===== config.mk =====
export PLATFORM = sky130hd
export DESIGN_NAME = lcd_read_ctrl_flat
export DESIGN_NICKNAME = d
export VERILOG_FILES = /design/src/rtl/lcd_read_ctrl_if.sv /design/src/rtl/lcd_read_ctrl.sv /design/src/flat_wrapper.sv
export SDC_FILE = /design/constraint.sdc
export NUM_CORES = 1
export LEC_CHECK = 0
export ABC_AREA = 1
export BUFFER_PORTS_ARGS = -buffer_cell sky130_fd_sc_hd__buf_2
export CAP_MARGIN = 0
export CORE_ASPECT_RATIO = 0.9
export CORE_MARGIN = 2
export CORE_UTILIZATION = 53
export DETAILED_ROUTE_END_ITERATION = 16
export GPL_TIMING_DRIVEN = 0
export HOLD_SLACK_MARGIN = 0.1
export PLACE_DENSITY_LB_ADDON = 0.1
export SYNTH_ARGS = -nofsm -noshare
export SYNTH_HDL_FRONTEND = slang
export SYNTH_SLANG_ARGS = --single-unit

===== constraint.sdc =====
create_clock -name clk -period 2.2 [get_ports clk]
set_input_delay 0.44 -clock clk [delete_from_list [all_inputs] [get_ports clk]]
set_output_delay 0.44 -clock clk [all_outputs]
set_load 0.01 [all_outputs]

===== src/rtl/lcd_read_ctrl_if.sv =====
// 8080-style LCD panel bus: strobes, bidirectional data split into drive/enable/sample.
interface lcd_read_ctrl_if #(
   parameter int unsigned DW = 16
) ();
   logic          LCD_CS;
   logic          LCD_RS;
   logic          LCD_WR;
   logic          LCD_RD;
   logic [DW-1:0] LCD_DB_O;
   logic          LCD_DB_OE;
   logic [DW-1:0] LCD_DB_I;

   modport master (
      output LCD_CS, LCD_RS, LCD_WR, LCD_RD, LCD_DB_O, LCD_DB_OE,
      input  LCD_DB_I
   );

   modport slave (
      input  LCD_CS, LCD_RS, LCD_WR, LCD_RD, LCD_DB_O, LCD_DB_OE,
      output LCD_DB_I
   );
endinterface


===== src/rtl/lcd_read_ctrl.sv =====
// LCD read controller: one command write, bus turnaround, then DUMMY+rd_len RD strobes
// with leading dummy words dropped and each data word returned with a valid pulse.
module lcd_read_ctrl #(
   parameter int unsigned DW      = 16,
   parameter int unsigned RD_LOW  = 3,
   parameter int unsigned RD_HIGH = 2,
   parameter int unsigned DUMMY   = 1
) (
   input  logic          clk,
   input  logic          rstn,
   input  logic          start,
   input  logic [7:0]    cmd,
   input  logic [7:0]    rd_len,
   output logic          busy,
   output logic          done,
   output logic [DW-1:0] rd_data,
   output logic          rd_valid,
   lcd_read_ctrl_if.master lcd
);
   localparam int unsigned CMAX = (RD_LOW > RD_HIGH) ? RD_LOW : RD_HIGH;
   localparam int unsigned CW   = (CMAX > 1) ? $clog2(CMAX) : 1;
   localparam int unsigned NW   = 9;

   typedef enum logic [2:0] {
      S_IDLE, S_CMD_SU, S_CMD_WL, S_CMD_WH, S_TURN, S_RD_L, S_RD_H, S_FIN
   } state_t;

   state_t          state_q, state_d;
   logic [CW-1:0]   cyc_q, cyc_d;
   logic [NW-1:0]   strb_q, strb_d;
   logic [NW-1:0]   total_q, total_d;
   logic [7:0]      cmd_q, cmd_d;
   logic            cs_q, cs_d, rs_q, rs_d, wr_q, wr_d, rd_q, rd_d, oe_q, oe_d;
   logic [DW-1:0]   db_o_q, db_o_d;
   logic            busy_q, busy_d, done_q, done_d, rd_valid_q, rd_valid_d;
   logic [DW-1:0]   rd_data_q, rd_data_d;

   // Sequencing, counters and capture; outputs are then decoded from the next state.
   always_comb begin
      state_d    = state_q;
      cyc_d      = cyc_q;
      strb_d     = strb_q;
      total_d    = total_q;
      cmd_d      = cmd_q;
      rd_data_d  = rd_data_q;
      rd_valid_d = 1'b0;

      unique case (state_q)
         S_IDLE: if (start) begin
            state_d = S_CMD_SU;
            cmd_d   = cmd;
            total_d = NW'(rd_len) + NW'(DUMMY);
            strb_d  = '0;
            cyc_d   = '0;
         end
         S_CMD_SU: state_d = S_CMD_WL;
         S_CMD_WL: state_d = S_CMD_WH;
         S_CMD_WH: state_d = S_TURN;
         S_TURN: begin
            cyc_d   = '0;
            state_d = (total_q == '0) ? S_FIN : S_RD_L;
         end
         S_RD_L: begin
            if (cyc_q == CW'(RD_LOW - 1)) begin
               state_d = S_RD_H;
               cyc_d   = '0;
               strb_d  = strb_q + NW'(1);
               // Sample on the RD rising edge; strobes below DUMMY are the panel's dummy reads.
               if ((10'(strb_q) + 10'd1) > 10'(DUMMY)) begin
                  rd_data_d  = lcd.LCD_DB_I;
                  rd_valid_d = 1'b1;
               end
            end else begin
               cyc_d = cyc_q + CW'(1);
            end
         end
         S_RD_H: begin
            if (cyc_q == CW'(RD_HIGH - 1)) begin
               cyc_d   = '0;
               state_d = (strb_q == total_q) ? S_FIN : S_RD_L;
            end else begin
               cyc_d = cyc_q + CW'(1);
            end
         end
         S_FIN:   state_d = S_IDLE;
         default: state_d = S_IDLE;
      endcase

      cs_d   = 1'b1;
      rs_d   = 1'b1;
      wr_d   = 1'b1;
      rd_d   = 1'b1;
      oe_d   = 1'b0;
      db_o_d = '0;
      busy_d = (state_d != S_IDLE);
      done_d = (state_q == S_FIN);

      unique case (state_d)
         S_CMD_SU, S_CMD_WH: begin
            cs_d = 1'b0; rs_d = 1'b0; oe_d = 1'b1; db_o_d = DW'(cmd_d);
         end
         S_CMD_WL: begin
            cs_d = 1'b0; rs_d = 1'b0; oe_d = 1'b1; db_o_d = DW'(cmd_d); wr_d = 1'b0;
         end
         S_TURN, S_RD_H: cs_d = 1'b0;
         S_RD_L: begin
            cs_d = 1'b0; rd_d = 1'b0;
         end
         default: ;
      endcase
   end

   always_ff @(posedge clk or negedge rstn) begin
      if (!rstn) begin
         state_q    <= S_IDLE;
         cyc_q      <= '0;
         strb_q     <= '0;
         total_q    <= '0;
         cmd_q      <= '0;
         cs_q       <= 1'b1;
         rs_q       <= 1'b1;
         wr_q       <= 1'b1;
         rd_q       <= 1'b1;
         oe_q       <= 1'b0;
         db_o_q     <= '0;
         busy_q     <= 1'b0;
         done_q     <= 1'b0;
         rd_valid_q <= 1'b0;
         rd_data_q  <= '0;
      end else begin
         state_q    <= state_d;
         cyc_q      <= cyc_d;
         strb_q     <= strb_d;
         total_q    <= total_d;
         cmd_q      <= cmd_d;
         cs_q       <= cs_d;
         rs_q       <= rs_d;
         wr_q       <= wr_d;
         rd_q       <= rd_d;
         oe_q       <= oe_d;
         db_o_q     <= db_o_d;
         busy_q     <= busy_d;
         done_q     <= done_d;
         rd_valid_q <= rd_valid_d;
         rd_data_q  <= rd_data_d;
      end
   end

   assign busy          = busy_q;
   assign done          = done_q;
   assign rd_data       = rd_data_q;
   assign rd_valid      = rd_valid_q;
   assign lcd.LCD_CS    = cs_q;
   assign lcd.LCD_RS    = rs_q;
   assign lcd.LCD_WR    = wr_q;
   assign lcd.LCD_RD    = rd_q;
   assign lcd.LCD_DB_OE = oe_q;
   assign lcd.LCD_DB_O  = db_o_q;
endmodule


===== src/flat_wrapper.sv =====
// flat-port wrapper written by rule: the top's interface ports become plain ports
module lcd_read_ctrl_flat 
#(
   parameter int unsigned DW      = 16,
   parameter int unsigned RD_LOW  = 3,
   parameter int unsigned RD_HIGH = 2,
   parameter int unsigned DUMMY   = 1
)
  (clk, rstn, start, cmd, rd_len, busy, done, rd_data, rd_valid, lcd_LCD_CS, lcd_LCD_RS, lcd_LCD_WR, lcd_LCD_RD, lcd_LCD_DB_O, lcd_LCD_DB_OE, lcd_LCD_DB_I);
  lcd_read_ctrl_if #(.DW(DW)) lcd_i ();
  input  logic clk;
  input  logic rstn;
  input  logic start;
  input  logic [7:0] cmd;
  input  logic [7:0] rd_len;
  output logic busy;
  output logic done;
  output logic [DW-1:0] rd_data;
  output logic rd_valid;
  output wire logic [$bits(lcd_i.LCD_CS)-1:0] lcd_LCD_CS;
  output wire logic [$bits(lcd_i.LCD_RS)-1:0] lcd_LCD_RS;
  output wire logic [$bits(lcd_i.LCD_WR)-1:0] lcd_LCD_WR;
  output wire logic [$bits(lcd_i.LCD_RD)-1:0] lcd_LCD_RD;
  output wire logic [$bits(lcd_i.LCD_DB_O)-1:0] lcd_LCD_DB_O;
  output wire logic [$bits(lcd_i.LCD_DB_OE)-1:0] lcd_LCD_DB_OE;
  input wire logic [$bits(lcd_i.LCD_DB_I)-1:0] lcd_LCD_DB_I;
  assign lcd_LCD_CS = lcd_i.LCD_CS;
  assign lcd_LCD_RS = lcd_i.LCD_RS;
  assign lcd_LCD_WR = lcd_i.LCD_WR;
  assign lcd_LCD_RD = lcd_i.LCD_RD;
  assign lcd_LCD_DB_O = lcd_i.LCD_DB_O;
  assign lcd_LCD_DB_OE = lcd_i.LCD_DB_OE;
  assign lcd_i.LCD_DB_I = lcd_LCD_DB_I;
  lcd_read_ctrl #(.DW(DW), .RD_LOW(RD_LOW), .RD_HIGH(RD_HIGH), .DUMMY(DUMMY)) u_core (.clk(clk), .rstn(rstn), .start(start), .cmd(cmd), .rd_len(rd_len), .busy(busy), .done(done), .rd_data(rd_data), .rd_valid(rd_valid), .lcd(lcd_i));
endmodule

# Word-level counts from Yosys, hierarchy flattened
# Cells that the tools add are included.
[totals]
regBits = 63
inputBits = 35
out_inout_bits = 40
wordCells = 73
[op_classes]
addsub = 4
order_cmp = 1
n_eq_ne = 18
n_mux = 24
reduce_logical = 11
[op_table]
columns = ["op", "count"]
rows = [
  ["8-bit two-way mux", 3],
  ["3-bit one-hot mux with 8 select lines", 1],
  ["3-bit equality test, second input constant", 7],
  ["9-bit two-way mux", 2],
  ["9-bit one-hot mux with 2 select lines", 1],
  ["3-bit by 2-bit equality test with 1-bit output, second input constant", 4],
  ["9-bit by 1-bit adder with 10-bit output, second input constant", 1],
  ["10-bit by 1-bit > comparator with 1-bit output, second input constant", 1],
  ["2-bit two-way mux", 5],
  ["8-bit by 1-bit adder with 9-bit output, second input constant", 1],
  ["9-bit by 1-bit adder with 9-bit output, second input constant", 1],
  ["9-bit equality test", 1],
  ["9-bit logical NOT", 1],
  ["3-bit two-way mux", 3],
  ["1-bit two-way mux", 8],
  ["2-bit one-hot mux with 4 select lines", 1],
  ["3-bit by 1-bit equality test with 1-bit output, second input constant", 2],
  ["3-bit AND reduction", 2],
  ["6-bit OR reduction", 1],
  ["2-bit AND reduction", 2],
  ["4-bit nonzero test", 1],
  ["3-bit logical NOT", 1],
  ["3-bit nonzero test", 1],
  ["3-bit OR reduction", 1],
  ["6 further kinds", 6],
]

# Longest topological paths before layout
# Gate-level depths: netlist of run 1.
[depth]
depth_word = 7
mapped_depth = 12

# Worst setup path before layout of run 1
# No wires, ideal clock.
[synth_path]
path_kind = "reg-to-reg"
from = "register u_core.strb_q[0]"
to = "register u_core.rd_data_q[10], in the netlist u_core.rd_data[10]"
arrival_ns = 1.600
slack_ns = 0.484
path_stages_with_launch = 12
synth_period_minus_slack_ns = 1.716
cell_sequence = "dfrtp_1 -> ha_1 -> nand2_1 -> nor2_2 -> nand2_1 -> nand2_1 -> nand2_1 -> nor2_2 -> nand4_4 -> buf_2 -> nand3_1 -> nand2_1"
[synth_between]
elab_chain_len = 3
[synth_lines]
columns = ["item", "line", "text"]
rows = [
  ["start, declared", "lcd_read_ctrl.sv:30", "logic [NW-1:0] strb_q, strb_d;"],
  ["start signal, assigned", "lcd_read_ctrl.sv:133", "strb_q <= strb_d;"],
  ["9-bit by 1-bit adder with 10-bit output", "lcd_read_ctrl.sv:69", "if ((10'(strb_q) + 10'd1) > 10'(DUMMY)) begin"],
  ["10-bit by 1-bit > comparator with 1-bit output", "lcd_read_ctrl.sv:69", ""],
  ["3-bit AND reduction (no source line)", "--", ""],
  ["end signal, assigned", "lcd_read_ctrl.sv:145", "rd_data_q <= rd_data_d;"],
  ["end, declared", "lcd_read_ctrl.sv:36", "logic [DW-1:0] rd_data_q, rd_data_d;"],
]
# Every way passes these cells.
# A chain may end at the register's enable or synchronous reset.

# Final worst setup path of run 1
[layout_path]
from = "register u_core.strb_q[0]"
to = "register u_core.rd_data_q[8], in the netlist u_core.rd_data[8]"
# Same word-level chain as after synthesis.

==> results.txt, run 1 <==
Reg power frac: 0.520
CTS Root Cell: clkbuf_8
1st-iter DRT viols: 126
Relative slew slack: 0.4870
RSZ-0062 raised after global routing: no
Max Clk Rate: 0.4883 GHz
CP max-delay cell: dfrtp_1
Area Overhead vs Synth: 21.45%
Non-Filler Instances: 517
Yosys cell types: 29
Commonest cells in the netlist: nand2_1 (132), dfrtp_1 (59), inv_1 (40)
Setup crit end kind: flip-flop
Register area: 1582 sq um
CTS H-tree depth: 3
Die ar.: 6218 sq um
Avg WL per Cell: 12.33 um
CTS sink count: 63
Pint: 1.779 mW
Initial Util: 0.5584
M1 WL: 2.815 mm
CTS resizes: 0
Period utilization: 0.9308
# fillers: 467
P_sw: 0.4950 mW
# port buffers: 66
Setup bufs post-CTS: 0
Antenna violations before repair: 0
Run status: complete, no violations
Cell Area, Synth: 2969 sq um
Mapped Cells: 361
Wire length on met3: 465 um
Largest net degree at the start of global routing: 64
Placed Cells: 501
Synth top area share: 0.4973
Critical-path maximum fanout: 10
Leading post-synthesis cells by cell area: dfrtp_1 (50%), nand2_1 (17%), nand3_1 (5.7%)
Ports: 75
Final ANT Viol Nets: 0
Fin worst setup slack: 152.1 ps
Clk pwr share: 0.429
Clk buf depth: 2
Leak Pwr: 2.013 nW
Post-synthesis register bit count: 63
Row cnt: 25
First-pass GRT wire length: 10.84 mm
Crit Path Category: reg2reg
Clk slew on worst S/H paths: 70 ps
Tot GR Track Use: 0.2230
Metal2 WL: 3.014 mm
CTS tree: done
Combinational power share: 0.052
Die height: 75.01 um
Crit path cell chain: ha_2, nand2_1, nor2_2, nand2_1, nand2_1, nand2_1, nor2_2, nand4_4, buf_2, nand3_1, nand2_1
Worst Path Required: 2430 ps
Primary FF master, synth: dfrtp_1
Pre-CTS setup slack: 144.9 ps
Avg Cell Area, Syn: 8.225 sq um
Worst-margin pin slew: 769.4 ps
Routability Congestion: 0.8846
Register-to-Register Path Depth: 11
Vias in the first global route: 2447
Number of synthesized flops with an enable pin: 0
PD cells: 630.5 nW/um^2
Proportion of layout cells with a drive suffix above 1: 0.2356
Clock skew: 10.16 ps
DR top layer: met4
Synth warnings: 0
Ant. Diodes: 0
Final setup viols: 0
Cts hold-fix bufs: 0
CTS Buf Count: 9
GR Overflow Total: 0
Number of max-cap violations: 0
DR DRC count: 0
Final slew viol count: 0
Most frequent cell after synthesis: nand2_1
Reg2Reg Setup Slack: 150 ps
Sequential cell area fraction in the yosys report: 0.5327
Footprint of the multi-input gates: 1152 sq um
Area leader, netlist: dfrtp_1
Core area: 5318 sq um
Die width: 82.90 um
R2r startpoint: u_core.strb_q[0]
DR vias/cell: 4.909
Final nets: 483
Setup TNS: 0 ps
HPWL after DPL: 4.660 mm
Peak VDD IR: 0.6458 mV
Net Sw Frac: 0.2177
Crit path top cell by count: nand2_1
Clk Latency, worst-skew pair: 340 ps
Max incr delay on CP: 500 ps
Final min period: 2048 ps
Asr flop ratio synth: 1.000
Drt total wl: 6.374 mm
Worst setup SP type: flip-flop
Via count: 2538
DRT Pass-1 Iters: 4
Final hold violations: 0
R2r endpoint: u_core.rd_data[8]
Worst Hold Class: in2async
Worst Path Arrival: 2270 ps
## logic make-up after synthesis
family,Yosys count,share of synthesized area
buffers and inverters,58,0.08891
xor gates and xnor gates,9,0.02655
AOI/OAI and AO/OA,27,0.05225
DFF,63,0.5327
other,1,0.001263
and+or+nand+nor,200,0.2857
adders and majority gates,3,0.01264
## power groups by stage
stage                     clock (mW)  combinational, mW  sequential (mW)
final                          0.975              0.117             1.18
after global routing            1.06              0.133             1.18
after CTS                      0.998              0.119             1.18
after detailed placement           0              0.119             1.20
after global placement             0              0.116             1.20
after floorplan                    0             0.0357             1.21
## critical path: cells and delay by family, from the launching register on
family | cells | cell delay [ps]
DFF | 1 | 500
buffers and inverters | 1 | 240
and+or+nand+nor | 9 | 900
adders and majority gates | 1 | 280
## flip-flops by register name, summed over array words and instances, names as in the netlist, 2 cells and up
name and cells:
u_core.state_q 3, u_core.total_q 9, u_core.cmd_q 8, u_core.rd_data 16, u_core.cyc_q 2, u_core.lcd.LCD_DB_O 8, u_core.strb_q 9
## worst max path at each step
| stage | startpoint | endpoint | cells after the start |
|---|---|---|---|
| floorplan | u_core.strb_q[0] | u_core.rd_data[10] | 11 |
| global placement | u_core.strb_q[0] | u_core.rd_data[6] | 11 |
| detailed placement | u_core.strb_q[0] | u_core.rd_data[8] | 11 |
| CTS | u_core.strb_q[0] | u_core.rd_data[8] | 11 |
| global route | u_core.strb_q[0] | u_core.rd_data[8] | 11 |
| finish | u_core.strb_q[0] | u_core.rd_data[8] | 11 |
## final cells by class
class	count	area share
clock buffers	13	0.04129
repair buffers	66	0.09230
plain buffers	17	0.03053
well taps	67	0.02325
clock inverters	3	0.01180
multi-input cells	247	0.3196
flip-flops and latches	63	0.4386
inverters	41	0.04268
## cells in the final DEF (no fill, tap or decap)
cell type / instances
conb_1: 8
and3_1: 1
bufinv_16: 1
clkbuf_1: 6
a22oi_1: 1
nand2_1: 132
a21oi_1: 3
buf_2: 69
nand4_1: 2
buf_6: 1
xnor2_1: 4
nand2_4: 1
nand4_4: 1
dfrtp_1: 59
nor4_1: 2
o22ai_1: 5
o21ai_0: 15
clkbuf_8: 10
nor2_2: 4
clkinvlp_4: 1
ha_2: 1
inv_1: 40
a22o_1: 1
dfstp_2: 4
nor2_1: 17
inv_2: 1
nand3_1: 34
buf_4: 10
ha_1: 2
nor3_1: 6
o21ai_2: 1
clkinv_2: 1
o2111ai_1: 1
xor2_1: 5
## through the flow
step | power (mW) | util | instance area, sq um | hold WS [ps]
CTS | 2.298 | 0.6772 | 3601 | 303.4
floorplan | 1.246 | - | 2995 | 144.4
finish | 2.274 | 0.6781 | 3606 | 177.6
detailed placement | 1.321 | 0.6412 | 3410 | 459.0
global placement | 1.317 | 0.6412 | 3410 | 449.9
global route | 2.373 | 0.6781 | 3606 | 234.3
## routing by layer
metal	GRT usage	vias to the layer above
met2	0.3943	91
met5	0	-
met3	0.07895	7
met1	0.2657	1155
li1	-	1285
met4	0.06011	0
No activity file was read; power rests on OpenSTA's default activity.
==> run 2, diff against run 1 <==
--- a/config.mk
+++ b/config.mk
@@ -14,6 +14,7 @@
 export DETAILED_ROUTE_END_ITERATION = 16
 export GPL_TIMING_DRIVEN = 0
 export HOLD_SLACK_MARGIN = 0.1
+export MAX_ROUTING_LAYER = met4
 export PLACE_DENSITY_LB_ADDON = 0.1
 export SYNTH_ARGS = -nofsm -noshare
 export SYNTH_HDL_FRONTEND = slang
==> run 2 against run 1 <==
Against the previous run: sequential share of layout area did not move; combinational power about the same; fmax hardly changed; critical path depth is the same; via count stayed put; die area is the same; largest cell class unchanged; highest routed layer unchanged.
==> results.txt, run 2 (synthesized netlist as in run 1, its figures left out) <==
Clk buf depth: 2 (unchanged)
Leak Pwr: 2.013 nW (unchanged)
DR DRC count: 0 (unchanged)
Clock skew: 10.15 ps (-0.01030 ps)
Pre-CTS setup slack: 144.9 ps (unchanged)
Area Overhead vs Synth: 21.45% (unchanged)
Busiest grt layer: met2
Register area: 1582 sq um (unchanged)
Combinational power share: 0.052 (about the same)
Pint: 1.779 mW (about the same)
Final min period: 2050 ps (+1.834 ps)
Most frequent cells in the layout: nand2_1 (132), buf_2 (69), dfrtp_1 (59), inv_1 (40), nand3_1 (34)
GR Overflow Total: 0 (unchanged)
RSZ-0062 raised after global routing: no
Run status: complete, no violations
Worst Path Arrival: 2280 ps (about the same)
Die height: 75.01 um (unchanged)
1st-iter DRT viols: 122 (-3.2%)
Footprint of the multi-input gates: 1152 sq um (unchanged)
Routability Congestion: 0.8994 (+1.7%)
DRT Pass-1 Iters: 4 (unchanged)
# port buffers: 66 (unchanged)
Drt total wl: 6.372 mm (about the same)
Cts hold-fix bufs: 0 (unchanged)
Crit Path Category: reg2reg
Reg2Reg Setup Slack: 150 ps (about the same)
Ant. Diodes: 0 (unchanged)
Final hold violations: 0 (unchanged)
Most common cell after layout, fill and taps aside: nand2_1
Max Clk Rate: 0.4879 GHz (about the same)
Final slew viol count: 0 (unchanged)
Vias in the first global route: 2450 (+0.12%)
Largest net degree at the start of global routing: 64 (unchanged)
Die ar.: 6218 sq um (unchanged)
Met2 Usage GRT: 0.3934 (-0.0008961)
Worst setup SP type: flip-flop
Clk Latency, worst-skew pair: 340 ps (about the same)
# fillers: 467 (unchanged)
Net Sw Frac: 0.2174 (-0.0002889)
Ports: 75 (unchanged)
CTS sink count: 63 (unchanged)
Peak VDD IR: 0.6457 mV (about the same)
Setup TNS: 0 ps (unchanged)
Initial Util: 0.5584 (unchanged)
Final total power: 2.273 mW (about the same)
Fin worst setup slack: 150.3 ps (-1.834 ps)
Via count: 2538 (unchanged)
GR Layer Usage met3: 0.07127 (-0.007675)
Post-layout util: 0.6781 (unchanged)
DR vias/cell: 4.909 (unchanged)
Avg WL per Cell: 12.32 um (about the same)
Clk pwr share: 0.429 (about the same)
Met1 Track Usage GR: 0.2671 (+0.001440)
CTS Buf Count: 9 (unchanged)
Relative slew slack: 0.4893 (+0.002229)
Number of max-cap violations: 0 (unchanged)
Core area: 5318 sq um (unchanged)
CTS tree: done
Post-place instance area: 3410 sq um (unchanged)
Worst Path Required: 2430 ps (about the same)
PD cells: 630.3 nW/um^2 (about the same)
Clk slew on worst S/H paths: 70 ps (about the same)
Row cnt: 25 (unchanged)
Antenna violations before repair: 0 (unchanged)
P_sw: 0.4941 mW (-0.17%)
Tot GR Track Use: 0.2297 (+0.006667)
Proportion of layout cells with a drive suffix above 1: 0.2356 (unchanged)
Worst Hold Class: in2async
Final non-filler cell area: 3606 sq um (unchanged)
Final setup viols: 0 (unchanged)
Worst-margin pin slew: 766.1 ps (-3.344 ps)
Die width: 82.90 um (unchanged)
Final nets: 483 (unchanged)
Setup crit end kind: flip-flop
Reg power frac: 0.520 (about the same)
Max reg flops: 16 (unchanged)
First-pass GRT wire length: 10.84 mm (unchanged)
Final ANT Viol Nets: 0 (unchanged)
HPWL after DPL: 4.660 mm (unchanged)
CTS Root Cell: clkbuf_8
Period utilization: 0.9317 (about the same)
Critical-path maximum fanout: 10 (unchanged)
CTS H-tree depth: 3 (unchanged)
==> run 2: path summary, 6_finish.rpt <==
path | start | end | cells after the start
max reg2reg | u_core.strb_q[0] | u_core.rd_data[8] | 11
max in group asynchronous | rstn | u_core.cyc_q[1] | 1
max | u_core.strb_q[0] | u_core.rd_data[8] | 11
min reg2reg | u_core.rd_data[11] | u_core.rd_data[11] | 2
min in group clk | cmd[6] | u_core.cmd_q[6] | 3
min | rstn | u_core.strb_q[6] | 1
==> run 2: area by class of cell <==
class,instances,share of cell area
inverters,41,0.04268
flip-flops and latches,63,0.4386
clock buffers,13,0.04129
clock inverters,3,0.01180
repair buffers,66,0.09230
plain buffers,17,0.03053
well taps,67,0.02325
multi-input cells,247,0.3196
==> run 2: worst max-delay path, cell delays in order (launching register included) <==
cell and delay, ps:
dfrtp_1 500, ha_2 280, nand2_1 110, nor2_2 120
nand2_1 60, nand2_1 60, nand2_1 80, nor2_2 130
nand4_4 180, buf_2 240, nand3_1 100, nand2_1 60
==> run 2: power by group through the flow <==
stage	registers [mW]	logic, mW	clock network, mW
global route	1.18	0.133	1.06
floorplan	1.21	0.0357	0
detailed placement	1.20	0.119	0
global placement	1.20	0.116	0
finish	1.18	0.117	0.974
CTS	1.18	0.119	0.998
==> run 2: through the flow <==
| stage | hold WS (ps) | instances |
|---|---|---|
| after floorplan | 144.4 | 368 |
| after CTS | 303.4 | 517 |
| final | 176.9 | 517 |
| after global routing | 237.7 | 517 |
| after global placement | 449.9 | 501 |
| after detailed placement | 459.0 | 501 |
==> run 2: timing repair <==
item | CTS | global route
buffers inserted | 0 | 0
setup endpoints to repair | 0 | 10
gates resized for setup | 0 | 1
==> run 2: metal layers <==
| layer | part of all wire | vias up |
|---|---|---|
| li1 | - | 1285 |
| met1 | 0.44 | 1155 |
| met2 | 0.47 | 91 |
| met3 | 0.073 | 7 |
| met4 | 0.012 | 0 |
| met5 | 0 | - |
==> run 3, diff against run 2 <==
--- a/config.mk
+++ b/config.mk
@@ -5,7 +5,7 @@
 export SDC_FILE = /design/constraint.sdc
 export NUM_CORES = 1
 export LEC_CHECK = 0
-export ABC_AREA = 1
+export ABC_AREA = 0
 export BUFFER_PORTS_ARGS = -buffer_cell sky130_fd_sc_hd__buf_2
 export CAP_MARGIN = 0
 export CORE_ASPECT_RATIO = 0.9
==> run 3 against run 2 <==
Against the previous run: die area up 1.3%; clock skew up 1.5 ps; sequential share of layout area is 1.5 points lower; critical path type unchanged; non-clock buffer count increased by 10; via count shrank 13%; highest routed layer unchanged; core utilization down 0.97 points; largest cell class unchanged; sequential cell count is the same; total power is 120% higher; first-iteration DRC count increased by 32%; wire length is 9.9% lower; synthesized cell count decreased by 22%.
==> results.txt, run 3 <==
Run status: complete, no violations
Worst-margin pin slew: 773.0 ps (+6.863 ps)
Via count: 2220 (-13%)
PD cells: 1335 nW/um^2 (+110%)
Final setup viols: 0 (unchanged)
Ant. Diodes: 0 (unchanged)
Area Overhead vs Synth: 24.23%
Most frequent cells in the layout: buf_2 (66), dfrtp_1 (58), nand2_1 (47), o21ai_0 (22), xnor2_1 (18)
DR vias/cell: 4.989 (+1.6%)
Avg Cell Area, Syn: 10.64 sq um (+29%)
DR DRC count: 0 (unchanged)
CTS H-tree depth: 3 (unchanged)
Final non-filler cell area: 3740 sq um (+3.7%)
Row cnt: 26 (+4.0%)
GR Overflow Total: 0 (unchanged)
Final min period: 2145 ps (+95.43 ps)
Clk Latency, worst-skew pair: 340 ps (about the same)
Routability Congestion: 0.8526 (-5.2%)
DRT Pass-1 Iters: 4 (unchanged)
Initial Util: 0.5380 (-0.02034)
Ports: 75 (unchanged)
Post-place instance area: 3455 sq um (+1.3%)
CP max-delay cell: dfrtp_2
Die width: 83.44 um (+0.66%)
# fillers: 475 (+1.7%)
RSZ-0062 raised after global routing: no
Leak Pwr: 1.835 nW (-8.8%)
CTS Buf Count: 9 (unchanged)
HPWL after DPL: 3.971 mm (-15%)
Setup crit end kind: flip-flop
Cts hold-fix bufs: 0 (unchanged)
Critical-path maximum fanout: 10 (unchanged)
Primary FF master, synth: dfrtp_1
Worst Hold Class: in2async
CTS sink count: 63 (unchanged)
Number of max-cap violations: 0 (unchanged)
# port buffers: 66 (unchanged)
1st-iter DRT viols: 161 (+32%)
Core area: 5595 sq um (+5.2%)
Peak VDD IR: 0.7691 mV (+19%)
CTS Root Cell: clkbuf_8
First-pass GRT wire length: 9.694 mm (-11%)
Post-synthesis register bit count: 63 (unchanged)
Drt total wl: 5.739 mm (-9.9%)
Leading post-synthesis cells by cell area: dfrtp_1 (49%), nand2_1 (5.9%), xnor2_1 (5.2%)
Footprint of the multi-input gates: 1286 sq um (+12%)
Synth warnings: 0 (unchanged)
Most frequent cell after synthesis: dfrtp_1
Crit Path Category: reg2reg
Die ar.: 6300 sq um (+1.3%)
Max incr delay on CP: 420 ps (-80 ps)
Proportion of layout cells with a drive suffix above 1: 0.3520 (+0.1164)
R2r startpoint: u_core.strb_q[0]
Max reg flops: 16 (unchanged)
Worst setup SP type: flip-flop
Worst path top cell family by delay: compound AO/OA/AOI/OAI gates
Vias in the first global route: 2082 (-15%)
Worst Path Arrival: 2360 ps (+80 ps)
Area leader, netlist: dfrtp_1
Clk slew on worst S/H paths: 70 ps (about the same)
Max Clk Rate: 0.4662 GHz (-4.4%)
Final nets: 408 (-16%)
Die height: 75.50 um (+0.66%)
Setup TNS: 0 ps (unchanged)
Sequential cell area fraction in the yosys report: 0.5254 (-0.007306)
Tot GR Track Use: 0.2049 (-0.02481)
Clock skew: 11.69 ps (+1.543 ps)
Register area: 1583 sq um (about the same)
Cell Area, Synth: 3010 sq um (+1.4%)
Mapped Cells: 283 (-22%)
Crit path cell chain: ha_2, and3_1, and3_1, a31o_2, a21oi_4, buf_12, mux2_4
Avg WL per Cell: 12.90 um (+4.6%)
Asr flop ratio synth: 1.000 (unchanged)
Commonest cells in the netlist: dfrtp_1 (59), nand2_1 (47), o21ai_0 (22)
Relative slew slack: 0.4847 (-0.004575)
Final total power: 4.993 mW (+120%)
Antenna violations before repair: 0 (unchanged)
Synth top area share: 0.4904 (-0.006820)
CP startpoint: u_core.strb_q[0]
CTS tree: done
Most common cell after layout, fill and taps aside: buf_2
Final hold violations: 0 (unchanged)
Worst Path Required: 2420 ps (about the same)
Period utilization: 0.9751 (+0.04338)
Crit path top cell by count: and3_1
Number of synthesized flops with an enable pin: 0 (unchanged)
Non-Filler Instances: 445 (-14%)
Largest net degree at the start of global routing: 64 (unchanged)
Buf/Inv on CP: 1 (unchanged)
Register-to-Register Path Depth: 7 (-4)
Placed Cells: 426 (-15%)
R2r endpoint: u_core.rd_data[14]
Post-layout util: 0.6684 (-0.009737)
Final ANT Viol Nets: 0 (unchanged)
Yosys cell types: 46 (+59%)
Reg2Reg Setup Slack: 50 ps (-100 ps)
Clk buf depth: 2 (unchanged)
Final slew viol count: 0 (unchanged)
==> run 3: per-stage QoR <==
stage                     hold slack [ps]  setup WS (ps)
after floorplan                     144.4          18.92
after global placement              446.3         -151.5
after detailed placement            450.6         -177.3
after CTS                           292.8          10.66
after global routing                248.3          10.23
final                               166.7          54.88
==> run 3: timing repair <==
action / CTS / global route
setup buffers: 2 / 1
endpoints found under the hold margin: 0 / 0
endpoints found under the setup margin: 19 / 26
pin swaps: 1 / 1
gates resized for setup: 4 / 4
==> run 3: metal layers <==
layer  track usage  routed length, um
met5             -                  0
met4       0.09677                 81
met3       0.04659                366
met2        0.3056               2532
met1        0.2716               2758
==> run 3: final cells by class <==
cell class                 count  area share
multi-input combinational    197      0.3439
clock inverter                 6     0.02442
clock buffer                  10     0.03680
inverter                       6    0.006022
timing repair buffer          69     0.09836
tap                           70     0.02342
sequential                    63      0.4232
buffer                        24     0.04383
==> run 3: where the power goes <==
group / internal [mW] / switching (mW) / total (mW)
Combinational: 0.933 / 1.06 / 1.99
Clock: 0.672 / 0.452 / 1.12
Sequential: 1.63 / 0.247 / 1.88
==> run 3: worst max-delay path by stage <==
stage | to | cells after the start | slack [ps]
after detailed placement | u_core.rd_data[14] | 7 | -180
after CTS | u_core.rd_data[14] | 7 | 10
final | u_core.rd_data[14] | 7 | 50
after floorplan | u_core.rd_data[10] | 7 | 20
after global placement | u_core.rd_data[6] | 7 | -150
after global routing | u_core.rd_data[10] | 7 | 10
==> run 3: cell families after synthesis <==
logic type / after synthesis / share of synthesized area
compound gates: 42 / 0.09394
simple gates: 106 / 0.1708
fa+ha+maj: 3 / 0.01247
buf+inv: 30 / 0.06068
xor+xnor: 21 / 0.06110
mux: 17 / 0.07440
other cells: 1 / 0.001246
flops: 63 / 0.5254
==> run 3: worst reg2reg max path, cell delays in order, from the launching register on <==
cell     delay (ps)
dfrtp_2         420
ha_2            220
and3_1          220
and3_1          230
a31o_2          260
a21oi_4         200
buf_12          180
mux2_4          310
